===== src/rtl/hw_sw_comm_pkg.sv =====
// Shared state encoding and PIO signal codes for the software-to-hardware mailbox.
// Software-side codes (SIG_*) arrive on to_hw_sig; hardware-side codes (STS_*) drive to_sw_sig.
package hw_sw_comm_pkg;

    typedef enum logic [2:0] {
        ST_WAIT     = 3'd0,
        ST_READ_MSG = 3'd1,
        ST_ACK_MSG  = 3'd2,
        ST_BUSY     = 3'd3,
        ST_ERROR    = 3'd4
    } state_t;

    localparam logic [1:0] SIG_IDLE = 2'd0;
    localparam logic [1:0] SIG_ACK  = 2'd1;
    localparam logic [1:0] SIG_REQ  = 2'd2;
    localparam logic [1:0] SIG_BUSY = 2'd3;

    localparam logic [1:0] STS_IDLE = 2'd0;
    localparam logic [1:0] STS_ERR  = 2'd1;
    localparam logic [1:0] STS_CAPT = 2'd2;
    localparam logic [1:0] STS_BUSY = 2'd3;

    // ACK_MSG deliberately reports idle: software sees the ack as the status dropping back to 0.
    function automatic logic [1:0] sts_of(input state_t s);
        logic [1:0] code;
        code = STS_IDLE;
        case (s)
            ST_READ_MSG: code = STS_CAPT;
            ST_BUSY:     code = STS_BUSY;
            ST_ERROR:    code = STS_ERR;
            default:     code = STS_IDLE;
        endcase
        return code;
    endfunction

endpackage


===== src/rtl/hw_sw_fifo.sv =====
// First-word fall-through FIFO; the pushed word is visible one cycle after the push edge.
// Pushes while full and pops while empty are ignored; pop_data reads 0 when empty.
module hw_sw_fifo #(
    parameter int DATA_W = 32,
    parameter int DEPTH  = 4
) (
    input  logic                     clk,
    input  logic                     reset,
    input  logic                     push,
    input  logic                     pop,
    input  logic [DATA_W-1:0]        push_data,
    output logic [DATA_W-1:0]        pop_data,
    output logic [$clog2(DEPTH):0]   level,
    output logic                     full,
    output logic                     empty
);
    localparam int PTR_W = $clog2(DEPTH);

    logic [DATA_W-1:0] mem_q [DEPTH];
    logic [PTR_W-1:0]  wr_ptr_q, rd_ptr_q;
    logic [PTR_W:0]    level_q, level_d;
    logic              do_push, do_pop;

    assign full    = (level_q == (PTR_W + 1)'(DEPTH));
    assign empty   = (level_q == '0);
    assign do_push = push && !full;
    assign do_pop  = pop && !empty;

    always_comb begin
        level_d = level_q;
        case ({do_push, do_pop})
            2'b10:   level_d = level_q + 1'b1;
            2'b01:   level_d = level_q - 1'b1;
            default: level_d = level_q;
        endcase
    end

    // DEPTH is a power of two, so the pointers wrap without any compare logic.
    always_ff @(posedge clk or negedge reset) begin
        if (!reset) begin
            wr_ptr_q <= '0;
            rd_ptr_q <= '0;
            level_q  <= '0;
        end else begin
            if (do_push) wr_ptr_q <= wr_ptr_q + 1'b1;
            if (do_pop)  rd_ptr_q <= rd_ptr_q + 1'b1;
            level_q <= level_d;
        end
    end

    always_ff @(posedge clk) begin
        if (do_push) mem_q[wr_ptr_q] <= push_data;
    end

    assign pop_data = empty ? '0 : mem_q[rd_ptr_q];
    assign level    = level_q;

endmodule


===== src/rtl/hw_sw_mailbox.sv =====
// PIO handshake mailbox: one word per request/ack handshake into a FIFO, drained by a valid/ready stream; status 1 cycle after sampling.
// Full FIFO answers requests with BUSY; HW_SW_MAILBOX_TIMEOUT_EN adds a watchdog that parks a stalled handshake in ERROR.
module hw_sw_mailbox
    import hw_sw_comm_pkg::*;
#(
    parameter int DATA_W      = 32,
    parameter int DEPTH       = 4,
    parameter int CNT_W       = 16,
    parameter int TIMEOUT_CYC = 1024
) (
    input  logic                     clk,
    input  logic                     reset,
    input  logic [1:0]               to_hw_sig,
    input  logic [DATA_W-1:0]        to_hw_data,
    output logic [1:0]               to_sw_sig,
    output logic [DATA_W-1:0]        out_data,
    output logic                     out_valid,
    input  logic                     out_ready,
    output logic [$clog2(DEPTH):0]   fifo_level,
    output logic [CNT_W-1:0]         msg_count,
    output logic                     err
);
    state_t           state_q, state_d;
    logic             push;
    logic             fifo_full, fifo_empty;
    logic [CNT_W-1:0] cnt_q, cnt_d;

    hw_sw_fifo #(
        .DATA_W (DATA_W),
        .DEPTH  (DEPTH)
    ) u_fifo (
        .clk       (clk),
        .reset     (reset),
        .push      (push),
        .pop       (out_valid && out_ready),
        .push_data (to_hw_data),
        .pop_data  (out_data),
        .level     (fifo_level),
        .full      (fifo_full),
        .empty     (fifo_empty)
    );

    assign out_valid = !fifo_empty;

`ifdef HW_SW_MAILBOX_TIMEOUT_EN
    localparam int TMR_W = $clog2(TIMEOUT_CYC) + 1;

    logic [TMR_W-1:0] tmr_q, tmr_d;
    logic             timed, expire;
    logic             err_q;

    assign timed  = (state_q == ST_READ_MSG) || (state_q == ST_ACK_MSG) || (state_q == ST_BUSY);
    assign expire = timed && (tmr_q == TMR_W'(TIMEOUT_CYC - 1));
`else
    logic [31:0] unused_timeout;
    assign unused_timeout = 32'(TIMEOUT_CYC);
`endif

    // fifo_full is the registered level, so a same-cycle pop cannot rescue a request.
    always_comb begin
        state_d = state_q;
        push    = 1'b0;
        if (to_hw_sig != SIG_BUSY) begin
            case (state_q)
                ST_WAIT, ST_BUSY: begin
                    if (to_hw_sig == SIG_REQ) begin
                        if (!fifo_full) begin
                            state_d = ST_READ_MSG;
                            push    = 1'b1;
                        end else begin
                            state_d = ST_BUSY;
                        end
                    end else if (to_hw_sig == SIG_IDLE && state_q == ST_BUSY) begin
                        state_d = ST_WAIT;
                    end
                end
                ST_READ_MSG: if (to_hw_sig == SIG_ACK)  state_d = ST_ACK_MSG;
                ST_ACK_MSG:  if (to_hw_sig == SIG_IDLE) state_d = ST_WAIT;
                ST_ERROR:    if (to_hw_sig == SIG_IDLE) state_d = ST_WAIT;
                default:     state_d = ST_WAIT;
            endcase
        end
`ifdef HW_SW_MAILBOX_TIMEOUT_EN
        if (expire && state_d == state_q) state_d = ST_ERROR;
`endif
    end

    assign cnt_d = push ? cnt_q + 1'b1 : cnt_q;

    always_ff @(posedge clk or negedge reset) begin
        if (!reset) begin
            state_q <= ST_WAIT;
            cnt_q   <= '0;
        end else begin
            state_q <= state_d;
            cnt_q   <= cnt_d;
        end
    end

`ifdef HW_SW_MAILBOX_TIMEOUT_EN
    assign tmr_d = (state_d != state_q || !timed) ? '0 : tmr_q + 1'b1;

    always_ff @(posedge clk or negedge reset) begin
        if (!reset) begin
            tmr_q <= '0;
            err_q <= 1'b0;
        end else begin
            tmr_q <= tmr_d;
            err_q <= err_q || (state_d == ST_ERROR);
        end
    end

    assign err = err_q;
`else
    assign err = 1'b0;
`endif

    assign to_sw_sig = sts_of(state_q);
    assign msg_count = cnt_q;

endmodule


===== config.mk =====
export PLATFORM = sky130hd
export DESIGN_NAME = hw_sw_mailbox
export DESIGN_NICKNAME = d
export VERILOG_FILES = /design/src/rtl/hw_sw_comm_pkg.sv /design/src/rtl/hw_sw_fifo.sv /design/src/rtl/hw_sw_mailbox.sv
export SDC_FILE = /design/constraint.sdc
export NUM_CORES = 1
export LEC_CHECK = 0
export BUFFER_PORTS_ARGS = -buffer_cell sky130_fd_sc_hd__buf_2
export CORE_MARGIN = 3
export CORE_UTILIZATION = 30
export CTS_BUF_LIST = sky130_fd_sc_hd__clkbuf_8
export DETAILED_ROUTE_END_ITERATION = 8
export HOLD_SLACK_MARGIN = 0.12
export PLACE_DENSITY = 0.51
export RECOVER_POWER = 100
export SYNTH_ARGS = -nofsm -noshare
export SYNTH_HDL_FRONTEND = slang
export SYNTH_HIERARCHICAL = 1
export SYNTH_SLANG_ARGS = --single-unit

===== constraint.sdc =====
create_clock -name clk -period 3.6 [get_ports clk]
set_input_delay 0.36 -clock clk [delete_from_list [all_inputs] [get_ports clk]]
set_output_delay 0.36 -clock clk [all_outputs]
set_load 0.005 [all_outputs]

[Yosys cells after proc, flatten, opt, wreduce, memory -nomap -nowiden]
Memories as Yosys holds them, arrays and structs flattened.
Index checks and enable logic that the tools add are counted.
Cells by class
  $add $sub $neg: 5
  equal/unequal tests: 13
  multiplexer cells: 15
  reductions and logical operators: 13
Operators with widths (number)
  $mux 32: 1
  $add 16x1->16 const B: 1
  $mux 3: 4
  $pmux 3 s3: 1
  $eq 3x2->1 const B: 2
  $eq 3x3->1 const B: 2
  $logic_not 3->1: 2
  $mux 1: 6
  $pmux 2 s3: 1
  $pmux 3 s2: 1
  $add 2x1->2 const B: 2
  $eq 2x1->1 const B: 2
  $eq 2x2->1 const B: 2
  $logic_and 1x1->1: 4
  $ne 2x2->1 const B: 2
  $reduce_and 4->1: 1
  $reduce_or 2->1: 2
  $add 3x1->3 const B: 1
  $eq 3x1->1 const B: 1
  $ne 3x3->1 const B: 1
  $sub 3x1->3 const B: 1
  $logic_not 1->1: 2
  $logic_not 2->1: 1
  $mux 2: 1
  2 further kinds: 2
Word-level totals
  bits in registers: 26
  memory bits (writable): 128
  input bits: 37
  output and inout port bits: 55
  word-level logic and storage cells: 52
  memories: 1
Memory list
  u_fifo.mem_q: depth 4, width 32, read ports 1, clocked after Yosys merged registers in 0, wr ports 1, line hw_sw_fifo.sv:19  | logic [DATA_W-1:0] mem_q [DEPTH];

[Logic depth before layout (Yosys ltp)]
Gate-level depths: netlist of the first run.
  depth after elaboration: 8
  gate-level depth with buffers: 13
  depth with buffers taken out: 12

[By module]
The synthesis of the first run kept the hierarchy.
Modules (own cells, without submodules)
  hw_sw_fifo: instances 1, cells an instance 241, area an instance 5291.3 µm², sequential area each 4018.9 µm²
  hw_sw_mailbox: instances 1, cells an instance 85, area an instance 947.2 µm², sequential area each 450.4 µm²

[Least setup slack after synthesis of the first run]
Ideal clock, no wire load.
  kind: reg2reg
  start: register state_q[0]
  end: memory u_fifo.mem_q[0][0] (enable)
  library setup time: 392 ps
  arrival: 2218 ps
  data required time: 3208 ps
  setup slack: 990 ps
  cell stages (with the launch flop): 8
  buffers on the path: 1
  period minus slack after synthesis: 2610 ps
  path through: dfrtp_1 -> inv_1 -> ha_1 -> nand4bb_1 -> buf_6 -> inv_1 -> nor2b_1 -> and2_1
Between the ends
  cells in the longest elaborated chain, start to end: 7
  elaborated cells between the ends (all ways): 8
  classes of those cells: 1 x eq/ne; 4 x mux; 3 x reduce/logical
RTL lines
  start: declaration: line hw_sw_mailbox.sv:23  | state_t state_q, state_d;
  start signal: assignment: line hw_sw_mailbox.sv:95  | state_q <= state_d;
  $eq 3x2->1 or $logic_not 3->1 (tied branches): line hw_sw_mailbox.sv:64  | case (state_q)
  $reduce_or 2->1 *: line hw_sw_mailbox.sv:64
  $mux 1 *: line hw_sw_mailbox.sv:64
  $mux 1 *: line hw_sw_mailbox.sv:63  | if (to_hw_sig != SIG_BUSY) begin
  via push: line hw_sw_mailbox.sv:24  | logic push;
  $logic_and 1x1->1 *: line hw_sw_fifo.sv:26  | assign do_push = push && !full;
  $mux 1 *: line hw_sw_fifo.sv:52  | if (do_push) mem_q[wr_ptr_q] <= push_data;
  $mux 1 (implied by the code) *: line hw_sw_fifo.sv:52
  end: declaration: line hw_sw_fifo.sv:19
The timed path passes the listed nets; every way through them passes the cells marked *.

[Worst setup path in the final report of the first run]
  start: register state_q[0]
  end: memory u_fifo.mem_q[0][15] (enable)
The elaborated chain is that of the path after synthesis.

==> summary.txt, run 1 <==
Mapped Avg Cell Area -> 19.1 µm²
FF-to-FF setup slack -> 0.56 ns
Peak supply drop -> 0.000322 V
Register clock-pin slew on the reported worst setup and hold paths -> 0.09 ns
Internal power -> 0.00340 W
Combinational share of power -> 0.300
Synth top area share -> 0.616
CTS buffer count -> 17
Worst r2r src -> state_q[0]
Post-Layout Cell Count -> 728
Nature of the critical path startpoint -> flip-flop
# fillers -> 1979
Status -> complete, but fails checks
Hold_ws -> 0.193 ns
Slew @ Worst Pin -> 1.62 ns
Synthesized area -> 0.00624 mm²
EDFF count, synth -> 128
Row cnt -> 52
Die height -> 150 µm
I/O pin count -> 92
Worst Setup End Kind -> flip-flop
Most numerous cell in the Yosys netlist -> edfxtp_1
F_max -> 0.328 GHz
Largest net degree at the start of global routing -> 36
Final setup fails -> 0
Yosys warning total -> 6
Reg power frac -> 0.482
Worst slew margin -> -0.0805
Post-layout net count -> 494
P_leak -> 2.54 nW
Tmin final -> 3.04 ns
HPWL Detailed -> 7.91 mm
Crit share post-route -> 0.846
Floorplan die width -> 150 µm
CTS tree -> built
Cell accounting for the most synthesized area -> edfxtp_1
Area growth from synthesis to layout -> 17.3%
Total grt overflow -> 0
Clock Sinks -> 153
Resized cells post-CTS -> 0
DR WL/cell -> 16.9 µm
Netlist cell types -> 35
Initial antenna violation count -> 1
Max Buffers Root-to-Sink -> 2
Root Driver -> clkbuf_8
TNS Setup -> 0 ns
Asr flop ratio synth -> 0.163
Synth area leaders -> edfxtp_1, mux4_2, dfrtp_1
Psw -> 0.00156 W
First-pass GRT wire length -> 19.3 mm
Count of input and output buffers -> 90
Via density -> 4.39
Detailed Routing Iterations Pass 1 -> 4
Latest clock arrival within the worst-skew pair -> 0.45 ns
Yosys reg bits -> 153
Post-route DRC -> 0
Vias in the first global route -> 3505
Max_cap viols -> 1
CP Class -> flip-flop to flip-flop
Clock power frac -> 0.218
Layout Skew -> 0.0144 ns
Final hold violations -> 0
Power Dens Cells -> 677 mW/mm²
RSZ-0062 raised after global routing -> false
Final Max Slew Viols -> 34
Initial DRC Count -> 73
Core area -> 0.0204 mm²
DIE AREA -> 0.0226 mm²
Critical Path Sink -> u_fifo/mem_q[0][15]
Share of layout cells above drive strength 1 -> 0.197
Post-synth top flop -> edfxtp_1
Critical Path Source -> state_q[0]
Worst r2r dst -> u_fifo/mem_q[0][15]
Antenna Violating Nets Remaining -> 0
Syn nets -> 373
R2r worst-path depth -> 8
GRT Util Overall -> 0.114
Sw Ratio -> 0.314
Ant diodes -> 0
Failing checks -> capacitance limit, slew limit
Sequential area share after synthesis -> 0.716
Crit path required time -> 3.67 ns
H-tree depth -> 4
RePlAce Congestion -> 0.732
Hold WC Path Type -> primary input to flip-flop
Initial Utilization -> 0.306
Worst EP arrival -> 3.12 ns
Drt total wl -> 12.3 mm
Final Core Density -> 0.359
Hold Path Stages -> 1
Synth top cells by count -> edfxtp_1, nor2b_1, mux4_2
Via count -> 3194
CP max FO -> 15
Placed insts -> 683
Synth Instances -> 326
## worst max-delay path, cell delays in order, from the launching register on
cell	delay, ns
dfrtp_1	0.38
inv_1	0.07
ha_1	0.35
nand4bb_1	0.11
buf_4	0.17
inv_1	0.06
nor2b_1	0.40
and2_2	0.53
clkbuf_1	0.59
## power groups by stage
| stage | clock (W) | sequential (W) | combinational [W] |
|---|---|---|---|
| after floorplan | 0 | 0.00227 | 0.00116 |
| final | 0.00108 | 0.00239 | 0.00148 |
| after global placement | 0 | 0.00244 | 0.00157 |
| after detailed placement | 0 | 0.00245 | 0.00158 |
| after global routing | 0.00121 | 0.00243 | 0.00167 |
| after CTS | 0.00112 | 0.00241 | 0.00160 |
## timing repair
action,in CTS,in global routing
hold buffers,12,3
buffers inserted,0,0
endpoints found under the hold margin,63,8
## layer usage
metal	part of all wire	GRT usage	vias up	wire length (µm)
met1	0.44	0.144	1624	5470
met2	0.48	0.184	79	5890
met5	0.00057	0	-	7
met3	0.064	0.0409	12	794
met4	0.013	0.0384	2	160
li1	-	-	1477	-
## cell type report
cell class              instances  area (µm²)  share of cell area
clock inverters                13        81.3              0.0111
clock buffers                  17         234              0.0320
well taps                     270         338              0.0462
inverters                      11        41.3             0.00564
flip-flops and latches        153        4470               0.611
repair buffers                115         566              0.0773
multi-input cells             149        1590               0.217
## state kept, by name, indices dropped and copies added (netlist names)
name	count
msg_count	16
u_fifo/wr_ptr_q	2
u_fifo/rd_ptr_q	2
u_fifo/mem_q	128
u_fifo/level	3
state_q	2
## worst min path at each step
| stage | to | start | slack (ns) |
|---|---|---|---|
| 3_3_place_gp | msg_count[13] | reset | 0.39 |
| 2_1_floorplan | msg_count[0] | reset | 0.06 |
| 3_5_place_dp | msg_count[13] | reset | 0.40 |
| 4_1_cts | u_fifo/mem_q[3][2] | to_hw_data[2] | 0.12 |
| 6_report | u_fifo/mem_q[1][2] | to_hw_data[2] | 0.19 |
| 5_1_grt | u_fifo/mem_q[3][12] | to_hw_data[12] | 0.19 |
## logic make-up after synthesis
logic type | after synthesis | share of synthesized area
other cells | 1 | 0.000601
simple gates | 79 | 0.0818
compound gates | 3 | 0.00381
fa+ha+maj | 10 | 0.0213
mux | 35 | 0.122
buf+inv | 24 | 0.0247
flops | 153 | 0.716
xor+xnor | 21 | 0.0295
## placed cells by master (no fill, tap or decap), drive strengths merged, types with 2 or more instances in the layout
cell type / instances
edfxtp: 128
clkbuf: 97
nor2b: 32
mux4: 32
dfrtp: 25
buf: 20
dlygate4sd3: 15
inv: 13
nand2: 12
xnor2: 12
xor2: 9
ha: 9
clkinv: 8
nor2: 7
nand3: 5
and2b: 5
and2: 4
clkinvlp: 3
or2: 2
and3: 2
nor4: 2
nor4b: 2
mux2: 2
nor3b: 2
## stage by stage
stage / worst slack, ns / cell area (µm²) / power, W
after floorplan: 0.990 / 6240 / 0.00343
after global placement: 0.904 / 7020 / 0.00401
after detailed placement: 0.826 / 7020 / 0.00403
after CTS: 0.748 / 7450 / 0.00513
after global routing: 0.308 / 7320 / 0.00531
final: 0.555 / 7320 / 0.00495
No activity file was read; power rests on OpenSTA's default activity.
==> inputs of run 2 (changes only) <==
- clock period: 3.6 -> 3.1 ns (I/O delays scaled with it)
==> run 2 against run 1 <==
Against the previous run: the flow now finishes without violations; sequential cell count unchanged; clock power rose by 37%; combinational power increased by 20%.
==> summary.txt, run 2 (same netlist as run 1, synthesis figures left out) <==
Design Power -> 0.00601 W (+21%)
Final Max Slew Viols -> 0 (-100%)
RSZ-0062 raised after global routing -> false
Peak supply drop -> 0.000318 V (-1.3%)
Nature of the critical path startpoint -> flip-flop
Combinational share of power -> 0.296 (-0.004)
Initial Utilization -> 0.306 (unchanged)
Fin worst setup slack -> 0.403 ns (-0.152 ns)
F_max -> 0.371 GHz (+13%)
CTS tree -> built
Floorplan die width -> 150 µm (unchanged)
Max reg flops -> 128 (unchanged)
H-tree depth -> 4 (unchanged)
Final Core Density -> 0.374 (+0.0147)
Initial antenna violation count -> 2 (+1)
Psw -> 0.00180 W (+16%)
Resized cells post-CTS -> 0 (unchanged)
Sw Ratio -> 0.299 (-0.0151)
Register clock-pin slew on the reported worst setup and hold paths -> 0.08 ns (about the same)
Tmin final -> 2.70 ns (-0.348 ns)
Layout Skew -> 0.0118 ns (-0.00251 ns)
Worst slack, placed -> 0.607 ns (-0.219 ns)
Antenna Violating Nets Remaining -> 0 (unchanged)
DR WL/cell -> 16.7 µm (-1.5%)
P_leak -> 2.69 nW (+5.7%)
Clock power frac -> 0.247 (+0.029)
Status -> finished, final reports clean
Final setup fails -> 0 (unchanged)
Reg power frac -> 0.457 (-0.025)
TNS Setup -> 0 ns (unchanged)
GRT Util Overall -> 0.116 (+0.00219)
Cell area after layout -> 0.00762 mm² (+4.1%)
Final hold violations -> 0 (unchanged)
Root Driver -> clkbuf_8
Share of layout cells above drive strength 1 -> 0.193 (-0.00323)
Worst slew margin -> 0.0744 (+0.155)
HPWL Detailed -> 8.05 mm (+1.8%)
Area growth from synthesis to layout -> 22.1%
RePlAce Congestion -> 0.730 (-0.34%)
Detailed Routing Iterations Pass 1 -> 4 (unchanged)
Max Buffers Root-to-Sink -> 2 (unchanged)
Worst Setup End Kind -> flip-flop
Max_cap viols -> 0 (-1)
Commonest non-fill, non-tap cells in the layout -> edfxtp_1, clkbuf_1, dlygate4sd3_1
Commonest non-fill, non-tap cell in the layout -> edfxtp_1
Total grt overflow -> 0 (unchanged)
Power Dens Cells -> 790 mW/mm² (+17%)
Hold WC Path Type -> primary input to flip-flop
Count of input and output buffers -> 90 (unchanged)
Die height -> 150 µm (unchanged)
Vias in the first global route -> 3648 (+4.1%)
Internal power -> 0.00421 W (+24%)
Crit path required time -> 3.19 ns (-0.48 ns)
Via count -> 3270 (+2.4%)
Row cnt -> 52 (unchanged)
First-pass GRT wire length -> 19.5 mm (+1.0%)
Grt peak-use layer -> met2
Post-route DRC -> 0 (unchanged)
Clock Sinks -> 153 (unchanged)
Core area -> 0.0204 mm² (unchanged)
Met2 Use GR -> 0.193 (+0.00969)
Latest clock arrival within the worst-skew pair -> 0.43 ns (-0.02 ns)
Met3 Use GR -> 0.0476 (+0.00662)
Slew @ Worst Pin -> 1.39 ns (-0.232 ns)
Most flop-heavy register -> u_fifo/mem_q
Grt met1 use -> 0.139 (-0.00427)
Via density -> 4.38 (-0.22%)
Largest net degree at the start of global routing -> 34 (-5.6%)
CP max FO -> 22 (+7)
CP Class -> flip-flop to flip-flop
Crit share post-route -> 0.870 (+0.0241)
Post-DP Area -> 0.00706 mm² (+0.61%)
Initial DRC Count -> 165 (+130%)
CTS buffer count -> 17 (unchanged)
Worst EP arrival -> 2.79 ns (-0.33 ns)
Drt total wl -> 12.5 mm (+1.1%)
I/O pin count -> 92 (unchanged)
DIE AREA -> 0.0226 mm² (unchanged)
Post-layout net count -> 511 (+3.4%)
[run 2: cell count changes in the layout (fill, tap and decap cells not counted), moves of 3 or more]
cell | previous run | this run
buf_12 | 0 | 3
buf_4 | 5 | 2
bufinv_16 | 0 | 3
clkbuf_1 | 77 | 74
clkinvlp_4 | 3 | 0
dlygate4sd3_1 | 15 | 33
[run 2: layer usage]
layer,vias up,share of wire
li1,1518,-
met1,1648,0.43
met2,92,0.49
met3,10,0.076
met4,2,0.0068
met5,-,0.00088
[run 2: worst max-delay path: stages (launching register included)]
cell       delay, ns
dfrtp_1         0.38
inv_1           0.07
ha_1            0.35
nand4bb_1       0.14
inv_1           0.10
nor2b_1         0.40
and2_2          0.43
clkbuf_4        0.45
[run 2: worst paths after layout]
kind | startpoint | to | slack (ns) | cells past startpoint
worst min-delay path | to_hw_sig[0] | state_q[0] | 0.27 | 3
max in group asynchronous | reset | u_fifo/rd_ptr_q[0] | 1.46 | 2
min in group asynchronous | reset | msg_count[1] | 0.73 | 2
worst min register to register | msg_count[15] | msg_count[15] | 0.48 | 1
worst max register to register | state_q[0] | u_fifo/mem_q[1][0] | 0.40 | 7
worst max-delay path | state_q[0] | u_fifo/mem_q[1][0] | 0.40 | 7
[run 2: metrics by stage]
step / hold WS, ns / cells
final: 0.271 / 747
after floorplan: 0.0144 / 326
after global routing: 0.320 / 747
after detailed placement: 0.344 / 682
after global placement: 0.343 / 682
after CTS: 0.234 / 746
[run 2: power groups by stage]
stage | clock (W) | combinational (W) | sequential, W
after floorplan | 0 | 0.00134 | 0.00264
after global placement | 0 | 0.00189 | 0.00281
after detailed placement | 0 | 0.00191 | 0.00282
after CTS | 0.00155 | 0.00195 | 0.00277
after global routing | 0.00165 | 0.00200 | 0.00279
final | 0.00148 | 0.00178 | 0.00275
[run 2: final cells by class]
class,count,area [µm²]
clock inverters,14,156
inverters,11,41.3
well taps,270,338
fillers,1957,12700
flip-flops and latches,153,4470
multi-input cells,149,1580
diodes,1,2.50
clock buffers,17,234
repair buffers,132,788
[run 2: repair_timing]
item,CTS,global route
buffers inserted,0,0
hold buffers,33,0
hold endpoints to repair,153,0
